`src/rtl/blockram_port_initiator.sv`:
```
// blockram_port_initiator: turns a valid/ready request stream into accesses on one
// dual_port_blockram port and returns read data through a small in-order response FIFO.
// Read credits (in-flight reads plus buffered responses) are capped at RESP_DEPTH so the
// response FIFO can never overflow.

`ifndef BYTE_LEN_IN_BITS
`define BYTE_LEN_IN_BITS 8
`endif

module blockram_port_initiator #(
    parameter int unsigned SINGLE_ENTRY_SIZE_IN_BITS = 64,
    parameter int unsigned NUM_SET                   = 64,
    parameter int unsigned SET_PTR_WIDTH_IN_BITS     = $clog2(NUM_SET),
    parameter int unsigned WRITE_MASK_LEN            = SINGLE_ENTRY_SIZE_IN_BITS / `BYTE_LEN_IN_BITS,
    parameter int unsigned RESP_DEPTH                = 2
) (
    input  logic                                 clk_in,
    input  logic                                 reset_in,

    input  logic                                 req_valid_in,
    output logic                                 req_ready_out,
    input  logic [WRITE_MASK_LEN-1:0]            req_write_mask_in,
    input  logic [SET_PTR_WIDTH_IN_BITS-1:0]     req_set_addr_in,
    input  logic [SINGLE_ENTRY_SIZE_IN_BITS-1:0] req_write_entry_in,

    output logic                                 ram_access_en_out,
    output logic [WRITE_MASK_LEN-1:0]            ram_write_en_out,
    output logic [SET_PTR_WIDTH_IN_BITS-1:0]     ram_access_set_addr_out,
    output logic [SINGLE_ENTRY_SIZE_IN_BITS-1:0] ram_write_entry_out,

    input  logic [SINGLE_ENTRY_SIZE_IN_BITS-1:0] ram_read_entry_in,
    input  logic                                 ram_read_valid_in,

    output logic                                 resp_valid_out,
    input  logic                                 resp_ready_in,
    output logic [SINGLE_ENTRY_SIZE_IN_BITS-1:0] resp_entry_out,

    output logic                                 protocol_error_out
);

    localparam int unsigned CNT_W = $clog2(RESP_DEPTH + 1);
    localparam int unsigned OCC_W = CNT_W + 1;
    localparam int unsigned PTR_W = (RESP_DEPTH > 1) ? $clog2(RESP_DEPTH) : 1;

    // Registered state
    logic                                 r_req_ready;
    logic [CNT_W-1:0]                     r_in_flight;
    logic [CNT_W-1:0]                     r_count;
    logic [PTR_W-1:0]                     r_wr_ptr;
    logic [PTR_W-1:0]                     r_rd_ptr;
    logic                                 r_resp_valid;
    logic                                 r_protocol_error;
    logic                                 r_ram_access_en;
    logic [WRITE_MASK_LEN-1:0]            r_ram_write_en;
    logic [SET_PTR_WIDTH_IN_BITS-1:0]     r_ram_addr;
    logic [SINGLE_ENTRY_SIZE_IN_BITS-1:0] r_ram_entry;
    logic [SINGLE_ENTRY_SIZE_IN_BITS-1:0] r_buf [0:RESP_DEPTH-1];

    // Handshake decode
    logic w_req_fire;
    logic w_issue_read;
    logic w_ret_ok;
    logic w_ret_bad;
    logic w_pop;

    // Next-state values
    logic [CNT_W-1:0] w_in_flight_nxt;
    logic [CNT_W-1:0] w_count_nxt;
    logic [PTR_W-1:0] w_wr_ptr_nxt;
    logic [PTR_W-1:0] w_rd_ptr_nxt;
    logic [OCC_W-1:0] w_occ_nxt;

    assign w_req_fire   = req_valid_in & r_req_ready;
    assign w_issue_read = w_req_fire & ~(|req_write_mask_in);
    assign w_ret_ok     = ram_read_valid_in & (r_in_flight != '0);
    assign w_ret_bad    = ram_read_valid_in & (r_in_flight == '0);
    assign w_pop        = r_resp_valid & resp_ready_in;

    // Credit counters and FIFO pointer updates
    always_comb begin
        w_in_flight_nxt = r_in_flight;
        w_count_nxt     = r_count;
        w_wr_ptr_nxt    = r_wr_ptr;
        w_rd_ptr_nxt    = r_rd_ptr;

        if (w_issue_read && !w_ret_ok) begin
            w_in_flight_nxt = r_in_flight + CNT_W'(1);
        end else if (!w_issue_read && w_ret_ok) begin
            w_in_flight_nxt = r_in_flight - CNT_W'(1);
        end

        if (w_ret_ok && !w_pop) begin
            w_count_nxt = r_count + CNT_W'(1);
        end else if (!w_ret_ok && w_pop) begin
            w_count_nxt = r_count - CNT_W'(1);
        end

        if (w_ret_ok) begin
            w_wr_ptr_nxt = (r_wr_ptr == PTR_W'(RESP_DEPTH - 1)) ? '0 : r_wr_ptr + PTR_W'(1);
        end
        if (w_pop) begin
            w_rd_ptr_nxt = (r_rd_ptr == PTR_W'(RESP_DEPTH - 1)) ? '0 : r_rd_ptr + PTR_W'(1);
        end

        w_occ_nxt = OCC_W'(w_in_flight_nxt) + OCC_W'(w_count_nxt);
    end

    // Control state, credit-based ready and sticky protocol error
    always_ff @(posedge clk_in or posedge reset_in) begin
        if (reset_in) begin
            r_req_ready      <= 1'b0;
            r_in_flight      <= '0;
            r_count          <= '0;
            r_wr_ptr         <= '0;
            r_rd_ptr         <= '0;
            r_resp_valid     <= 1'b0;
            r_protocol_error <= 1'b0;
        end else begin
            r_req_ready      <= (w_occ_nxt < OCC_W'(RESP_DEPTH));
            r_in_flight      <= w_in_flight_nxt;
            r_count          <= w_count_nxt;
            r_wr_ptr         <= w_wr_ptr_nxt;
            r_rd_ptr         <= w_rd_ptr_nxt;
            r_resp_valid     <= (w_count_nxt != '0);
            r_protocol_error <= r_protocol_error | w_ret_bad;
        end
    end

    // RAM port drive: one-cycle access pulse per accepted request, zeros when idle
    always_ff @(posedge clk_in or posedge reset_in) begin
        if (reset_in) begin
            r_ram_access_en <= 1'b0;
            r_ram_write_en  <= '0;
            r_ram_addr      <= '0;
            r_ram_entry     <= '0;
        end else if (w_req_fire) begin
            r_ram_access_en <= 1'b1;
            r_ram_write_en  <= req_write_mask_in;
            r_ram_addr      <= req_set_addr_in;
            r_ram_entry     <= req_write_entry_in;
        end else begin
            r_ram_access_en <= 1'b0;
            r_ram_write_en  <= '0;
            r_ram_addr      <= '0;
            r_ram_entry     <= '0;
        end
    end

    // Response FIFO storage; unexpected returns are never written
    always_ff @(posedge clk_in or posedge reset_in) begin
        if (reset_in) begin
            for (int i = 0; i < int'(RESP_DEPTH); i++) begin
                r_buf[i] <= '0;
            end
        end else if (w_ret_ok) begin
            r_buf[r_wr_ptr] <= ram_read_entry_in;
        end
    end

    assign req_ready_out           = r_req_ready;
    assign ram_access_en_out       = r_ram_access_en;
    assign ram_write_en_out        = r_ram_write_en;
    assign ram_access_set_addr_out = r_ram_addr;
    assign ram_write_entry_out     = r_ram_entry;
    assign resp_valid_out          = r_resp_valid;
    assign resp_entry_out          = r_buf[r_rd_ptr];
    assign protocol_error_out      = r_protocol_error;

endmodule

```
`config.mk`:
```
export PLATFORM = sky130hd
export DESIGN_NAME = blockram_port_initiator
export DESIGN_NICKNAME = d
export VERILOG_FILES = /design/src/rtl/blockram_port_initiator.sv
export SDC_FILE = /design/constraint.sdc
export NUM_CORES = 1
export LEC_CHECK = 0
export ABC_AREA = 1
export BUFFER_PORTS_ARGS = -buffer_cell sky130_fd_sc_hd__buf_2
export CORE_MARGIN = 5
export CORE_UTILIZATION = 46
export CTS_CLUSTER_DIAMETER = 200
export CTS_CLUSTER_SIZE = 8
export DETAILED_ROUTE_END_ITERATION = 8
export GPL_TIMING_DRIVEN = 1
export PLACE_DENSITY_LB_ADDON = 0.15
export SYNTH_ARGS = -nofsm -noshare
export SYNTH_HDL_FRONTEND = slang
export SYNTH_SLANG_ARGS = --single-unit
```
`constraint.sdc`:
```
create_clock -name clk_in -period 7.2 [get_ports clk_in]
set_input_delay 1.44 -clock clk_in [delete_from_list [all_inputs] [get_ports clk_in]]
set_output_delay 1.44 -clock clk_in [all_outputs]
set_load 0.02 [all_outputs]
```
* After elaboration in Yosys (flattened, before gate mapping)
Cells that the tools add are included.
** Cells by class
- $add $sub $neg :: 7
- Order comparisons :: 4
- Multiplexer cells :: 16
- Bitwise logic cells :: 9
- Reductions and logical operators :: 12
** Operators with widths (count)
- 2-to-1 mux 64 bit :: 5
- bitwise mux 128 bit :: 1
- demux 64 bit (select 1 bit) :: 1
- 2-to-1 mux 2 bit :: 4
- 2-to-1 mux 8 bit :: 1
- OR reduction 8 bit :: 1
- 2-to-1 mux 6 bit :: 1
- AND 1 bit :: 5
- logical AND 1 bit :: 5
- adder 2 x 1 -> 2 bit (second input constant) :: 2
- greater-or-equal comparator 2 bit (second input constant) :: 2
- NOT 1 -> 2 bit :: 2
- nonzero test 2 bit :: 2
- subtractor 2 x 1 -> 2 bit (second input constant) :: 2
- adder 2 x 2 -> 3 bit :: 1
- logical NOT 1 bit :: 3
- less-than comparator 3 x 2 -> 1 bit (second input constant) :: 1
- 2-to-1 mux 1 bit :: 3
- adder 1 bit (second input constant) :: 2
- logical NOT 2 bit :: 1
- less-than comparator 2 x 1 -> 1 bit (second input constant) :: 1
- NOT 1 bit :: 1
- OR 1 bit :: 1
** Storage, ports and cells
- Output and inout bits :: 146
- Logic and storage cells :: 61
- Register bits after elaboration :: 216
- Bits of input ports :: 147

* Logic depth before layout (Yosys ltp)
- Depth after elaboration :: 9
- Mapped depth :: 12
- Gate-level depth less buffers :: 12

* Least setup slack after synthesis
Ideal clock, no wire load.
- Path kind :: in2reg
- Start :: in req_valid_in
- End :: reg r_req_ready (netlist: req_ready_out)
- Data required time :: 7087 ps
- Arrival time :: 2622 ps
- Cell stages on the path :: 10
- Path buffers :: 0
- Slack :: 4465 ps
- Library setup time :: 113 ps
- Path through :: nand2_2 -> inv_1 -> nand3_1 -> o21bai_2 -> nand2_1 -> nand2_1 -> nand3_1 -> fa_1 -> nand2_1 -> inv_1
** On the way
- Longest elaborated chain between the ends :: 8
- Elaborated cells between the ends (all ways) :: 9
- Those cells by class :: add/sub: 1; order compare: 1; mux: 2; bitwise: 2; reduce/logical: 3
** RTL lines
- from (decl) :: line 20 : input logic req_valid_in,
- AND 1 bit * :: line 73 : assign w_req_fire = req_valid_in & r_req_ready;
- net w_req_fire :: line 60 : logic w_req_fire;
- AND 1 bit * :: line 74 : assign w_issue_read = w_req_fire & ~(|req_write_mask_in);
- logical NOT 1 bit :: line 88 : end else if (!w_issue_read && w_ret_ok) begin
- logical AND 1 bit :: line 88
- 2-to-1 mux 2 bit :: line 88
- 2-to-1 mux 2 bit * :: line 86 : if (w_issue_read && !w_ret_ok) begin
- adder 2 x 2 -> 3 bit * :: line 105 : w_occ_nxt = OCC_W'(w_in_flight_nxt) + OCC_W'(w_count_nxt);
- less-than comparator 3 x 2 -> 1 bit * :: line 119 : r_req_ready <= (w_occ_nxt < OCC_W'(RESP_DEPTH));
- to (signal assigned) :: line 119
- to (decl) :: line 46 : logic r_req_ready;
The timed path passes the listed nets; every way through them passes the cells marked *.
A chain may end at the register's enable or synchronous reset.

* Worst setup path in the final report
- Start :: reg r_rd_ptr
- End :: out resp_entry_out[36]
** On the way
- Longest elaborated chain between the ends :: 4
** RTL lines
- from (decl) :: line 50 : logic [PTR_W-1:0] r_rd_ptr;
- from (signal assigned) :: line 123 : r_rd_ptr <= w_rd_ptr_nxt;
- NOT 1 -> 2 bit (implied by the code) :: line 166 : assign resp_entry_out = r_buf[r_rd_ptr];
- 2-to-1 mux 64 bit (implied by the code) (3 in series) :: line 166
- to (decl) :: line 36 : output logic [SINGLE_ENTRY_SIZE_IN_BITS-1:0] resp_entry_out,
No other way between the ends. The select of a mux whose other input is x is not followed.

==> flow_summary.json <==
{
  "first_pass_iters": 5,
  "seq_area_frac_synth_pct": 60.8,
  "worst_slew_pin_slew_ps": 1150,
  "final_core_util_pct": 59.4,
  "overflow": 0,
  "avgViaCountPerCell": 4.54,
  "die_x_um": 149,
  "setup_tns_ps": 0,
  "p_int_uw": 2990,
  "start_util_pct": 47.1,
  "drc": 0,
  "p_sw_uw": 1940,
  "io_buffers": 292,
  "p_clk_share_pct": 24.4,
  "p_comb_share_pct": 38.5,
  "first_iter_violations": 335,
  "slew_headroom_pct": 23.1,
  "ctsHoldBuffers": 0,
  "hold_viol_final": 0,
  "cp.arrival_ps": 2230,
  "setup.worst_path.class": "reg -> out",
  "synth-seq-cells": 216,
  "grt_first_pass_wirelength_mm": 35.3,
  "grt_max_degree": 171,
  "ant_nets": 0,
  "synth_top_area_share_pct": 60.8,
  "rows": 50,
  "synth_area_leaders": "dfrtp_1, nand2_1, inv_1",
  "grt_antenna_before_repair": 2,
  "nNetsFinal": 1428,
  "die_y_um": 149,
  "power_density_nw_per_um2": 439,
  "hpwl_mm": 14.6,
  "core_area_um2": 18900,
  "fin_crit_ps": 3670,
  "grt_pass1_vias": 7172,
  "clock.fmax_mhz": 272,
  "fin_crit_sh_pct": 51.0,
  "yosysUniqueCellTypes": 24,
  "cts_made_buffers": 30,
  "gp_congestion": 0.789,
  "grt_usage_pct": 19.5,
  "ios": 293,
  "clock_skew_ps": 10.4,
  "clock_sinks": 216,
  "clock_latency_ps": 520,
  "p_leak_uw": 0.00674,
  "die-area_um2": 22200,
  "vdd_drop_max_mv": 0.216,
  "maxCapViolCount": 0,
  "finalWirelength_mm": 21.7,
  "path_clk_slew_ps": 50,
  "cp_max_fo": 40,
  "power.share.sequential_pct": 37.1,
  "setup_violations": 0,
  "netSwitchingFraction_pct": 39.4,
  "outcome": "finished, final reports clean",
  "cts_setup_buffers": 0,
  "worstSetupStartpointType": "flip-flop",
  "required_ps": 5760,
  "yosysWarnings": 0,
  "syn-cell-area_um2": 8890,
  "hold_path_class": "reg -> reg",
  "synth_top_area_cell": "dfrtp_1",
  "routedWlPerCell_um": 14.1,
  "synth_nets": 1147,
  "cts.htree.levels": 1,
  "syn2layout_area_growth_pct": 26.3,
  "drive_above_1_share_pct": 30.4,
  "cts_tree": "yes",
  "grt_setup_unrepaired": "false",
  "finalMaxSlewViolations": 0,
  "avgSynthCellArea_um2": 8.91,
  "netlist_instances": 998,
  "vias": 6991,
  "critPathCaptureType": "primary output",
  "cts.repair.resized": 0,
  "clock_path_buffers": 3,
  "cts_root_buffer": "clkbuf_16"
}
## worst max-delay path: stages, from the launching register on
cell and delay [ps]:
dfrtp_2 400, inv_2 410, buf_4 510, nand2_1 100, nand2_1 120, buf_2 180
## cell families (layout without fill, tap and decap cells)
kind of cell,count (synthesis),after routing,share of synthesized area (%)
xor+xnor,2,2,0.197
flops,216,216,60.8
simple gates,437,437,18.7
buf+inv,207,488,10.1
fa+ha+maj,2,2,0.366
compound gates,134,134,9.81
other cells,0,1,0
## sequential cells by signal, indices dropped and copies added, names as in the netlist
| name | count |
|---|---|
| protocol_error_out | 1 |
| r_buf | 128 |
| r_count | 2 |
| r_in_flight | 2 |
| r_rd_ptr | 1 |
| r_wr_ptr | 1 |
| ram_access_en_out | 1 |
| ram_access_set_addr_out | 6 |
| ram_write_en_out | 8 |
| ram_write_entry_out | 64 |
| req_ready_out | 1 |
| resp_valid_out | 1 |
## per-stage QoR
step                area [µm²]  power (µW)  setup WS (ps)  hold slack (ps)  std cells
global placement         10400        3730           3730              440       1507
global route             11200        5310           3330              474       1540
CTS                      11200        5000           3470              455       1539
floorplan                 8890        3210           2950              453        998
detailed placement       10400        3770           3690              443       1507
finish                   11200        4930           3530              450       1540
## metal layers
metal,GRT usage (%),share of wire (%),vias to the layer above
li1,-,-,3523
met1,23.4,39,3205
met2,33.3,49,233
met3,7.57,11,28
met4,4.62,1.6,2
met5,0,0.032,-
## cell usage after synthesis, drive strengths merged
master and instances:
a21o 1, buf 40, clkbuf 10, dfrtp 216, fa 1, ha 1, inv 157, nand2 341
nand3 9, nor2 85, nor3 1, o211ai 2, o21ai 130, o21bai 1, or2 1, xor2 2
## area by class of cell
class / count / area, µm²
fill: 1783 / 7670
sequential: 216 / 5410
multi-input combinational: 575 / 2590
timing repair buffer: 299 / 1530
clock buffer: 32 / 779
inverter: 157 / 593
tap: 260 / 325
antenna: 1 / 2.50
## cell usage in the layout (no fill, tap or decap), drive strengths merged, types with 2 or more instances in the layout
cell and instances:
buf 299, clkbuf 32, dfrtp 216, inv 156
nand2 341, nand3 9, nor2 85, o211ai 2
o21ai 130, xor2 2
## power groups by stage
| stage | Sequential (µW) | Clock [µW] | Combinational, µW |
|---|---|---|---|
| global placement | 1830 | 0 | 1900 |
| CTS | 1830 | 1240 | 1940 |
| global route | 1870 | 1300 | 2130 |
| detailed placement | 1840 | 0 | 1930 |
| floorplan | 1870 | 0 | 1340 |
| finish | 1830 | 1200 | 1900 |
## final timing paths
path / from / to / slack, ps / cells after the start
worst max-delay path: r_rd_ptr$_DFFE_PP0P_ / resp_entry_out[36] / 3530 / 5
worst min-delay path: protocol_error_out$_DFF_PP0_ / protocol_error_out$_DFF_PP0_ / 450 / 1
worst max register to register: r_in_flight[0]$_DFF_PP0_ / r_buf[116]$_DFFE_PP0P_ / 4510 / 8
worst min register to register: protocol_error_out$_DFF_PP0_ / protocol_error_out$_DFF_PP0_ / 450 / 1
max in group asynchronous: reset_in / r_buf[9]$_DFFE_PP0P_ / 4740 / 4
min in group asynchronous: reset_in / r_buf[45]$_DFFE_PP0P_ / 1100 / 3
(Power assumes the default switching activity.)
